$ cat src/rtl/fetch_stage_if.sv
// fetch_stage_if: groups the fetch stage's control inputs, instruction-cache
// handshake and IF/ID outputs into one bundle.
// Ports: none (signal container); master = fetch stage side, slave = environment side.
interface fetch_stage_if;
    // control from decode / execute
    logic        stall;
    logic        redirect;
    logic [31:0] redirect_pc;
    logic        exception;
    // instruction cache handshake
    logic        icache_req;
    logic [31:0] icache_addr;
    logic        icache_ready;
    logic [31:0] icache_data;
    // IF/ID register towards decode
    logic [31:0] instruction;
    logic [31:0] pc_out;
    logic        valid;
    logic        fetch_misaligned;

    modport master (
        input  stall, redirect, redirect_pc, exception,
        input  icache_ready, icache_data,
        output icache_req, icache_addr,
        output instruction, pc_out, valid, fetch_misaligned
    );

    modport slave (
        output stall, redirect, redirect_pc, exception,
        output icache_ready, icache_data,
        input  icache_req, icache_addr,
        input  instruction, pc_out, valid, fetch_misaligned
    );
endinterface

$ cat src/rtl/fetch_stage.sv
// fetch_stage: holds the PC, fetches from the instruction cache and drives the IF/ID register.
// Latency: a cache hit reaches decode one edge later; back-to-back hits give 1 instr/cycle.
// Backpressure: stall parks one fetched word in a one-entry buffer and stops requesting.
// Ports: clk, reset (sync, active-high); bus (fetch_stage_if.master) carries
//        stall/redirect/exception, the icache req/ready handshake and the IF/ID outputs.
module fetch_stage #(
    parameter logic [31:0] RESET_PC = 32'h0000_1000,
    parameter logic [31:0] EXC_PC   = 32'h0000_2000,
    parameter logic [31:0] NOP      = 32'h0000_0013
) (
    input  logic          clk,
    input  logic          reset,
    fetch_stage_if.master bus
);

    // REQ: requesting bus.icache_addr = pc. FULL: buffer occupied, no request.
    typedef enum logic {
        S_REQ  = 1'b0,
        S_FULL = 1'b1
    } state_t;

    state_t      state_q, state_d;
    logic [31:0] pc_q, pc_d;
    logic [31:0] buf_instr_q, buf_instr_d;
    logic [31:0] buf_pc_q, buf_pc_d;
    logic [31:0] instr_q, instr_d;
    logic [31:0] pc_out_q, pc_out_d;
    logic        valid_q, valid_d;
    logic        misaligned_q, misaligned_d;

    logic        flush;
    logic        bad_target;

    assign flush      = bus.exception | bus.redirect;
    // A misaligned redirect is turned into a trap-vector fetch; an exception
    // in the same cycle wins and suppresses the misaligned report.
    assign bad_target = bus.redirect & ~bus.exception & (bus.redirect_pc[1:0] != 2'b00);

    // Request is gated by reset so the cache never sees a request while the
    // stage is being reinitialised.
    assign bus.icache_req       = (state_q == S_REQ) & ~reset;
    assign bus.icache_addr      = pc_q;
    assign bus.instruction      = instr_q;
    assign bus.pc_out           = pc_out_q;
    assign bus.valid            = valid_q;
    assign bus.fetch_misaligned = misaligned_q;

    always_ff @(posedge clk) begin
        if (reset) begin
            state_q      <= S_REQ;
            pc_q         <= RESET_PC;
            buf_instr_q  <= NOP;
            buf_pc_q     <= 32'h0;
            instr_q      <= NOP;
            pc_out_q     <= 32'h0;
            valid_q      <= 1'b0;
            misaligned_q <= 1'b0;
        end else begin
            state_q      <= state_d;
            pc_q         <= pc_d;
            buf_instr_q  <= buf_instr_d;
            buf_pc_q     <= buf_pc_d;
            instr_q      <= instr_d;
            pc_out_q     <= pc_out_d;
            valid_q      <= valid_d;
            misaligned_q <= misaligned_d;
        end
    end

    always_comb begin
        state_d      = state_q;
        pc_d         = pc_q;
        buf_instr_d  = buf_instr_q;
        buf_pc_d     = buf_pc_q;
        instr_d      = instr_q;
        pc_out_d     = pc_out_q;
        valid_d      = valid_q;
        misaligned_d = 1'b0;

        if (flush) begin
            // Flush overrides stall: any response this cycle and any buffered
            // word are dropped (returning to REQ makes the buffer dead).
            state_d      = S_REQ;
            valid_d      = 1'b0;
            instr_d      = NOP;
            pc_d         = (bus.exception | bad_target) ? EXC_PC : bus.redirect_pc;
            misaligned_d = bad_target;
        end else begin
            case (state_q)
                S_REQ: begin
                    if (bus.icache_ready) begin
                        pc_d = pc_q + 32'd4;
                        if (!bus.stall) begin
                            instr_d  = bus.icache_data;
                            pc_out_d = pc_q;
                            valid_d  = 1'b1;
                        end else begin
                            // Decode is stalled: park the word, IF/ID holds.
                            buf_instr_d = bus.icache_data;
                            buf_pc_d    = pc_q;
                            state_d     = S_FULL;
                        end
                    end else if (!bus.stall) begin
                        // Miss wait cycle: hand decode a bubble, keep pc_out.
                        instr_d = NOP;
                        valid_d = 1'b0;
                    end
                end
                S_FULL: begin
                    if (!bus.stall) begin
                        instr_d  = buf_instr_q;
                        pc_out_d = buf_pc_q;
                        valid_d  = 1'b1;
                        state_d  = S_REQ;
                    end
                end
                default: state_d = S_REQ;
            endcase
        end
    end

endmodule
$ cat src/flat_wrapper.sv
// flat-port wrapper written by rule: the top's interface ports become plain ports
module fetch_stage_flat 
#(
    parameter logic [31:0] RESET_PC = 32'h0000_1000,
    parameter logic [31:0] EXC_PC   = 32'h0000_2000,
    parameter logic [31:0] NOP      = 32'h0000_0013
)
  (clk, reset, bus_stall, bus_redirect, bus_redirect_pc, bus_exception, bus_icache_ready, bus_icache_data, bus_icache_req, bus_icache_addr, bus_instruction, bus_pc_out, bus_valid, bus_fetch_misaligned);
  fetch_stage_if bus_i ();
  input  logic clk;
  input  logic reset;
  input wire logic [$bits(bus_i.stall)-1:0] bus_stall;
  input wire logic [$bits(bus_i.redirect)-1:0] bus_redirect;
  input wire logic [$bits(bus_i.redirect_pc)-1:0] bus_redirect_pc;
  input wire logic [$bits(bus_i.exception)-1:0] bus_exception;
  input wire logic [$bits(bus_i.icache_ready)-1:0] bus_icache_ready;
  input wire logic [$bits(bus_i.icache_data)-1:0] bus_icache_data;
  output wire logic [$bits(bus_i.icache_req)-1:0] bus_icache_req;
  output wire logic [$bits(bus_i.icache_addr)-1:0] bus_icache_addr;
  output wire logic [$bits(bus_i.instruction)-1:0] bus_instruction;
  output wire logic [$bits(bus_i.pc_out)-1:0] bus_pc_out;
  output wire logic [$bits(bus_i.valid)-1:0] bus_valid;
  output wire logic [$bits(bus_i.fetch_misaligned)-1:0] bus_fetch_misaligned;
  assign bus_i.stall = bus_stall;
  assign bus_i.redirect = bus_redirect;
  assign bus_i.redirect_pc = bus_redirect_pc;
  assign bus_i.exception = bus_exception;
  assign bus_i.icache_ready = bus_icache_ready;
  assign bus_i.icache_data = bus_icache_data;
  assign bus_icache_req = bus_i.icache_req;
  assign bus_icache_addr = bus_i.icache_addr;
  assign bus_instruction = bus_i.instruction;
  assign bus_pc_out = bus_i.pc_out;
  assign bus_valid = bus_i.valid;
  assign bus_fetch_misaligned = bus_i.fetch_misaligned;
  fetch_stage #(.RESET_PC(RESET_PC), .EXC_PC(EXC_PC), .NOP(NOP)) u_core (.clk(clk), .reset(reset), .bus(bus_i));
endmodule
$ cat config.mk
export PLATFORM = sky130hd
export DESIGN_NAME = fetch_stage_flat
export DESIGN_NICKNAME = d
export VERILOG_FILES = /design/src/rtl/fetch_stage_if.sv /design/src/rtl/fetch_stage.sv /design/src/flat_wrapper.sv
export SDC_FILE = /design/constraint.sdc
export NUM_CORES = 1
export LEC_CHECK = 0
export BUFFER_PORTS_ARGS = -buffer_cell sky130_fd_sc_hd__buf_2
export CAP_MARGIN = 20
export CORE_MARGIN = 2
export CORE_UTILIZATION = 49
export DETAILED_ROUTE_END_ITERATION = 16
export PLACE_DENSITY_LB_ADDON = 0.25
export SKIP_CTS_REPAIR_TIMING = 1
export SYNTH_ARGS = -nofsm -noshare
export SYNTH_HDL_FRONTEND = slang
export SYNTH_SLANG_ARGS = --single-unit
export TNS_END_PERCENT = 1
$ cat constraint.sdc
create_clock -name clk -period 1.78 [get_ports clk]
set_input_delay 0.089 -clock clk [delete_from_list [all_inputs] [get_ports clk]]
set_output_delay 0.089 -clock clk [all_outputs]
set_load 0.05 [all_outputs]
==> results_dict.tcl, run 1 <==
set metrics [dict create \
    drt-total-wl_um 19700 \
    finalWorstSetupSlack_ns 0.0793 \
    tightest_slew_ns 0.788 \
    cts_buffers 17 \
    synth_edf_count 0 \
    dr.pass1.iters 5 \
    crit_arrival_ns 2.00 \
    synth_nets 975 \
    setup.worst_path.end_class "register" \
    finalCritPeriodShare_pct 95.5 \
    drv_slew 0 \
    cts_tree "built" \
    place_congestion 0.906 \
    dp_hpwl_um 12500 \
    synth_area_per_cell_um2 7.95 \
    ios 169 \
    worstHoldStart "bus_redirect_pc[6]" \
    insertion_delay_ns 0.43 \
    async_flop_share_pct 0 \
    final.fill_count 1252 \
    relSlewSlack_pct 47.3 \
    initialDrtViolationCount 540 \
    irDropWorstVdd_mv 0.612 \
    diodes 0 \
    final_cell_mix "192 x nand2_1, 167 x buf_2, 149 x a21oi_1, 141 x dfxtp_1, 86 x nor2_1" \
    clk_pin_slew_ns 0.06 \
    fp.dieW_um 125 \
    clk_path_buf_depth 2 \
    path_delay_family "simple AND/OR/NAND/NOR gates" \
    initial_core_util_pct 49.8 \
    hold_ws_ns -0.0164 \
    netlist_area_um2 7190 \
    stdcell_area_um2 9560 \
    nets 1181 \
    cp_slowest_stage_delay_ns 0.39 \
    yosys-top-cells-area "dfxtp_1 45%, a21oi_1 10%, nand2_1 10%, mux2i_1 4.6%, nor2_1 4.5%" \
    hold_viol 2 \
    yosys_warnings 0 \
    min_period_ns 1.70 \
    hold_class "input port to register" \
    post_dp_cell_area_um2 8320 \
    mostFrequentLayoutCell "nand2_1" \
    synth_cells 904 \
    yosysSeqAreaShare_pct 45.4 \
    slowest_stage "dfxtp_4" \
    cts-root-buf "clkbuf_16" \
    synth_cell_types 53 \
    clkSinkCount 163 \
    place.port_buffers 168 \
    grt_pass1_wl_um 31100 \
    rsz0062_at_grt "yes" \
    fin_util_pct 66.2 \
    cp.required_ns 2.08 \
    synth_top_area_share_pct 45.4 \
    grt_max_degree 96 \
    design.die.area_um2 15700 \
    ys.flop_type "dfxtp_1" \
    status "finished, violations left" \
    multi_input_area_um2 3620 \
    total_leakage_power_nw 3.68 \
    cp-start-kind "register" \
    max_cap_violations 0 \
    die_h_um 125 \
    drive_gt1_share_pct 24.6 \
    skew_ns 0.00653 \
    wire_per_inst_um 15.0 \
    violations "hold timing" \
    crit_chain "ha_1 > and3_2 > nand4_4 > nor4_2 > xnor2_1 > o21ai_1" \
    grt_pass1_vias 6200 \
    vias_per_cell 5.43 \
    syn_to_final_growth_pct 32.9 \
    fin_setup_tns_ns 0 \
    num_vias 7090 \
    drc 0 \
    finalSetupViolCount 0 \
    worstSetupPathType "register to register" \
    timing.fmax_mhz 588 \
    place_ws_ns 0.0813 \
    std_cell_rows 44 \
    regArea_um2 3300 \
    cp-startpoint "u_core.bus.icache_addr[2]" \
    grt_overflow 0 \
    ant_nets 0 \
    antenna_found_initial 0 \
    coreArea_um2 14400 \
    ys_ff_latch 163 \
    synth_area_leader_cell "dfxtp_1" \
    crit_fanout 9 \
    crit_buf_inv 0 \
    rr_startpoint "u_core.bus.icache_addr[2]" \
    p_per_area_nw_per_um2 889 \
    cts_max_level 4 \
    grt_usage_pct 24.1 \
]
[worst min-delay path, cell delays in order]
cell and delay [ns]:
buf_2 0.11, a21oi_1 0.11, nor3_1 0.06
[stage by stage]
stage | power [W] | instances
after floorplan | 0.00431 | 904
after global placement | 0.00456 | 1218
after detailed placement | 0.00457 | 1218
after CTS | 0.00845 | 1249
after global routing | 0.00879 | 1306
final | 0.00850 | 1306
[cell usage after synthesis (8+ instances only)]
cell / instances
o21ai_0: 10
a211oi_1: 37
nand4_1: 8
mux2i_1: 33
nor3_1: 17
nand3_1: 11
dfxtp_1: 163
nand3b_1: 32
a21oi_1: 149
nand2_1: 192
nor2_1: 86
buf_2: 22
clkbuf_1: 46
[final timing paths]
check	endpoint	slack (ns)	depth (start not counted)
worst max-delay path	u_core.bus.icache_addr[26]	0.08	6
worst max register to register	u_core.bus.icache_addr[26]	0.08	6
worst min register to register	u_core.buf_pc_q[29]	0.45	2
worst min-delay path	u_core.bus.icache_addr[6]	-0.02	3
[cells by family after synthesis]
family	synth area share (%)
AND/OR/NAND/NOR	25.1
AO/OA/AOI/OAI	18.8
multiplexers	4.59
flip-flops	45.4
adder cells (fa/ha/maj)	0.174
buffers and inverters	4.77
XOR/XNOR	1.22
[power by group]
part / switching, W / leakage [nW] / internal [W]
combinational: 0.000520 / 2.03 / 0.000311
sequential: 0.0000483 / 1.33 / 0.00371
clock: 0.00143 / 0.313 / 0.00248
[layer usage]
metal | wire [µm] | track usage (%) | vias up
met5 | 0 | 0 | -
met4 | 257 | 8.04 | 0
met3 | 1060 | 5.13 | 22
met2 | 9000 | 37.6 | 216
met1 | 9340 | 33.5 | 3292
li1 | - | - | 3560
[sequential cells by signal, summed over array words and instances (netlist names)]
| signal | cells |
|---|---|
| u_core.buf_instr_q | 32 |
| u_core.bus.valid | 1 |
| u_core.bus.pc_out | 32 |
| u_core.bus.fetch_misaligned | 1 |
| u_core.buf_pc_q | 32 |
| u_core.state_q | 1 |
| u_core.bus.instruction | 32 |
| u_core.bus.icache_addr | 32 |
[layout make-up]
type | count | area share [%]
Multi-Input combinational cell | 659 | 37.9
Tap cell | 184 | 2.41
Timing Repair Buffer | 262 | 18.1
Inverter | 7 | 0.275
Sequential cell | 163 | 34.6
Clock buffer | 24 | 5.49
Clock inverter | 7 | 1.22
(Power assumes the default switching activity.)
==> run 2: changes to the inputs <==
--- a/config.mk
+++ b/config.mk
@@ -8,7 +8,8 @@
 export BUFFER_PORTS_ARGS = -buffer_cell sky130_fd_sc_hd__buf_2
 export CAP_MARGIN = 20
 export CORE_MARGIN = 2
-export CORE_UTILIZATION = 49
+export CORE_UTILIZATION = 50
+export CTS_BUF_LIST = sky130_fd_sc_hd__clkbuf_8
 export DETAILED_ROUTE_END_ITERATION = 16
 export PLACE_DENSITY_LB_ADDON = 0.25
 export SKIP_CTS_REPAIR_TIMING = 1
==> results_dict.tcl, run 2 (synthesis gave the netlist of run 1 again) <==
set metrics [dict create \
    status "finished, final reports clean" \
    r2r_cells 6 \
    drc 0 \
    holdPathEnd "u_core.bus.icache_addr[8]" \
    die_h_um 124 \
    hold_depth 3 \
    insertion_delay_ns 0.46 \
    final.fill_count 1173 \
    clk_pin_slew_ns 0.08 \
    fp.dieW_um 124 \
    drv_slew 0 \
    dr.pass1.iters 5 \
    grt_overflow 0 \
    clkSinkCount 163 \
    cts-root-buf "clkbuf_8" \
    drt-total-wl_um 20600 \
    skew_ns 0.00970 \
    std_cell_rows 43 \
    p_per_area_nw_per_um2 775 \
    worstHoldStart "bus_redirect_pc[8]" \
    min_period_ns 1.72 \
    grt_pass1_wl_um 30700 \
    crit_fanout 9 \
    crit_buf_inv 0 \
    place_congestion 0.926 \
    initial_core_util_pct 51.4 \
    antenna_found_initial 0 \
    clk_path_buf_depth 2 \
    dp_hpwl_um 13200 \
    finalCritPeriodShare_pct 96.9 \
    cp_slowest_stage_delay_ns 0.40 \
    crit_chain "ha_1 > and3_2 > nand4_4 > nor4_2 > xnor2_1 > o21ai_1" \
    relSlewSlack_pct 52.5 \
    crit_arrival_ns 2.07 \
    place.port_buffers 168 \
    ios 169 \
    grt_max_degree 67 \
    initialDrtViolationCount 620 \
    coreArea_um2 14000 \
    tightest_slew_ns 0.710 \
    setup.worst_path.end_class "register" \
    num_vias 7233 \
    drive_gt1_share_pct 24.2 \
    total_leakage_power_nw 3.60 \
    rsz0062_at_grt "yes" \
    irDropWorstVdd_mv 0.521 \
    finalSetupViolCount 0 \
    hold_class "input port to register" \
    ant_nets 0 \
    vias_per_cell 5.53 \
    cp.required_ns 2.13 \
    cts_buffers 17 \
    r2r_end "u_core.bus.icache_addr[22]" \
    cts_max_level 4 \
    cts_tree "built" \
    fin_util_pct 67.0 \
    grt_pass1_vias 6073 \
    timing.fmax_mhz 580 \
    power_w 0.00727 \
    diodes 0 \
    wire_per_inst_um 15.7 \
    syn_to_final_growth_pct 30.4 \
    rr_startpoint "u_core.bus.icache_addr[2]" \
    cp-start-kind "register" \
    regToRegSetupSlack_ns 0.06 \
    hold_viol 0 \
    grt_usage_pct 25.7 \
    max_cap_violations 0 \
    mostFrequentLayoutCell "nand2_1" \
    fin_setup_tns_ns 0 \
    slowest_stage "dfxtp_4" \
    nets 1188 \
    path_delay_family "simple AND/OR/NAND/NOR gates" \
    design.die.area_um2 15400 \
    worstSetupPathType "register to register" \
    final_cell_mix "192 x nand2_1, 167 x buf_2, 149 x a21oi_1, 141 x dfxtp_1, 85 x nor2_1" \
]
==> run 2: changes by cell type in the layout (fill, tap and decap cells not counted), sizes merged, moves of 2 or more <==
| cell | delta |
|---|---|
| dlygate4sd3 | +8 |
| inv | +6 |
| clkbuf | -3 |
| clkinv | -2 |
==> run 2: layout make-up <==
class	count	area (µm²)	area share, %
clock buffer	21	289	3.08
timing repair buffer	269	1820	19.4
clock inverter	9	90.1	0.961
tap	180	225	2.40
sequential	163	3300	35.2
multi-input combinational	659	3620	38.6
inverter	7	26.3	0.280
==> run 2: report_power, final <==
group / leakage, nW / total (W) / switching [W] / internal (W)
logic: 2.06 / 0.000859 / 0.000533 / 0.000327
clock network: 0.214 / 0.00266 / 0.00130 / 0.00135
registers: 1.33 / 0.00375 / 0.0000476 / 0.00370
total: 3.60 / 0.00727 / 0.00188 / 0.00538
==> run 2: through the flow <==
step	cells	hold slack, ns	setup WS, ns	instance area, µm²
3_3_place_gp	1213	0.306	0.109	8320
2_1_floorplan	904	0.166	-0.00884	7230
3_5_place_dp	1213	0.302	0.0697	8320
5_1_grt	1308	0.0306	-0.0657	9370
6_report	1308	0.0279	0.0560	9370
4_1_cts	1243	-0.188	-0.0796	8700
==> run 2: worst max path at each step <==
| stage | from | endpoint | slack [ns] | depth (start not counted) |
|---|---|---|---|---|
| 5_1_grt | u_core.bus.icache_addr[5] | u_core.bus.icache_addr[17] | -0.07 | 5 |
| 4_1_cts | u_core.state_q | bus_icache_req | -0.08 | 3 |
| 3_5_place_dp | u_core.bus.icache_addr[5] | u_core.bus.icache_addr[21] | 0.07 | 5 |
| 3_3_place_gp | u_core.bus.icache_addr[2] | u_core.bus.icache_addr[20] | 0.11 | 6 |
| 6_report | u_core.bus.icache_addr[2] | u_core.bus.icache_addr[22] | 0.06 | 6 |
| 2_1_floorplan | u_core.bus.icache_addr[25] | u_core.bus.icache_addr[30] | -0.009 | 5 |
==> run 2: worst register-to-register path, delay by kind of cell, from the launching register on <==
kind,cells,cell delay (ns)
fa+ha+maj,1,0.22
xor+xnor,1,0.16
flops,1,0.40
compound gates,1,0.08
simple gates,3,0.76
==> run 2: layer usage <==
layer	up-vias	global-route usage, %	wire length (µm)
li1	3559	-	-
met1	3369	35.5	9420
met2	270	38.4	9410
met3	35	6.36	1340
met4	0	10.5	406
met5	-	0	0
==> run 3: changes to the inputs <==
--- a/config.mk
+++ b/config.mk
@@ -11,6 +11,7 @@
 export CORE_UTILIZATION = 50
 export CTS_BUF_LIST = sky130_fd_sc_hd__clkbuf_8
 export DETAILED_ROUTE_END_ITERATION = 16
+export MAX_ROUTING_LAYER = met4
 export PLACE_DENSITY_LB_ADDON = 0.25
 export SKIP_CTS_REPAIR_TIMING = 1
 export SYNTH_ARGS = -nofsm -noshare
==> results_dict.tcl, run 3 (synthesis gave the netlist of run 1 again) <==
set metrics [dict create \
    std_cell_rows 43 \
    min_period_ns 1.71 \
    initialDrtViolationCount 703 \
    place_ws_ns 0.0697 \
    coreArea_um2 14000 \
    drive_gt1_share_pct 24.4 \
    p_per_area_nw_per_um2 773 \
    insertion_delay_ns 0.46 \
    mostFrequentLayoutCell "nand2_1" \
    vias_per_cell 5.51 \
    hold_ws_ns 0.0254 \
    clk_pin_slew_ns 0.09 \
    final_cells 1309 \
    tightest_slew_ns 0.682 \
    rsz0062_at_grt "yes" \
    crit_fanout 9 \
    syn_to_final_growth_pct 30.7 \
    dp_hpwl_um 13200 \
    num_vias 7213 \
    worstSetupPathType "register to register" \
    diodes 0 \
    finalCritPeriodShare_pct 96.1 \
    grt_pass1_vias 6069 \
    final_cell_mix "192 x nand2_1, 167 x buf_2, 149 x a21oi_1, 141 x dfxtp_1, 85 x nor2_1" \
    hold_viol 0 \
    timing.fmax_mhz 584 \
    crit_arrival_ns 2.06 \
    post_dp_cell_area_um2 8320 \
    ios 169 \
    cp-start-kind "register" \
    grt_max_degree 67 \
    cp.required_ns 2.12 \
    cts_tree "built" \
    place_congestion 0.942 \
    cts_buffers 17 \
    skew_ns 0.0108 \
    grt_pass1_wl_um 30700 \
    total_leakage_power_nw 3.62 \
    nets 1189 \
    drt-total-wl_um 20500 \
    clk_path_buf_depth 2 \
    ant_nets 0 \
    crit_chain "ha_1 > and3_2 > nand4_4 > nor4_2 > xnor2_1 > o21ai_1" \
    cp_slowest_stage_delay_ns 0.40 \
    finalSetupViolCount 0 \
    drv_slew 0 \
    hold_class "input port to register" \
    finalWorstSetupSlack_ns 0.0688 \
    stdcell_area_um2 9400 \
    fp.dieW_um 124 \
    die_h_um 124 \
    initial_core_util_pct 51.4 \
    cts_max_level 4 \
    clkSinkCount 163 \
    drc 0 \
    cts-root-buf "clkbuf_8" \
    antenna_found_initial 0 \
    design.die.area_um2 15400 \
    relSlewSlack_pct 54.3 \
    max_cap_violations 0 \
    grt_overflow 0 \
    fin_util_pct 67.2 \
    wire_per_inst_um 15.7 \
    regArea_um2 3300 \
    slowest_stage "dfxtp_4" \
    multi_input_area_um2 3630 \
    place.port_buffers 168 \
    irDropWorstVdd_mv 0.519 \
    status "finished, final reports clean" \
    grt_usage_pct 26.4 \
    final.fill_count 1168 \
    dr.pass1.iters 5 \
    place_inst 1213 \
    setup.worst_path.end_class "register" \
]
[run 3: changes by cell type in the layout (fill, tap and decap cells not counted)]
cell      change
nand2b_1      -1
clkbuf_8      +1
nand2b_2      +1
nor2_2        -1
buf_6         -1
nor3_4        +1
nor2_4        +1
nor3_2        -1
buf_4         +1
[run 3: critical path: cells and delay by family (launching register included)]
family	cells	cell delay [ns]
compound gates	1	0.08
xor+xnor	1	0.16
fa+ha+maj	1	0.22
flops	1	0.40
simple gates	3	0.74
[run 3: path summary, 6_finish.rpt]
path                            slack, ns  cells past startpoint                       from                    endpoint
worst min-delay path                 0.03                      3         bus_redirect_pc[8]   u_core.bus.icache_addr[8]
worst max-delay path                 0.07                      6  u_core.bus.icache_addr[2]  u_core.bus.icache_addr[22]
worst max register to register       0.07                      6  u_core.bus.icache_addr[2]  u_core.bus.icache_addr[22]
worst min register to register       0.46                      2     u_core.buf_instr_q[27]      u_core.buf_instr_q[27]
[run 3: stage by stage]
step | setup TNS (ns) | total power (W)
after detailed placement | 0 | 0.00457
after global routing | -0.113 | 0.00754
final | 0 | 0.00726
after CTS | -0.0796 | 0.00718
after floorplan | -0.00884 | 0.00431
after global placement | 0 | 0.00457
[run 3: cell type report]
class                      count  share of cell area (%)
inverter                       7                   0.280
tap                          180                    2.40
clock inverter                 9                   0.959
clock buffer                  21                    3.08
timing repair buffer         270                    19.5
sequential                   163                    35.2
multi-input combinational    659                    38.7
[run 3: metal layers]
layer | up-vias | track usage (%) | wire length (µm) | share of wire (%)
li1 | 3555 | - | - | -
met1 | 3365 | 35.8 | 9490 | 46
met2 | 257 | 38.5 | 9250 | 45
met3 | 36 | 6.23 | 1340 | 6.5
met4 | 0 | 10.0 | 418 | 2.0
met5 | - | - | 0 | 0
[run 3: where the power goes]
part	internal, W	switching [W]
Clock	0.00135	0.00130
Combinational	0.000327	0.000533
Sequential	0.00370	0.0000471
Total	0.00538	0.00188
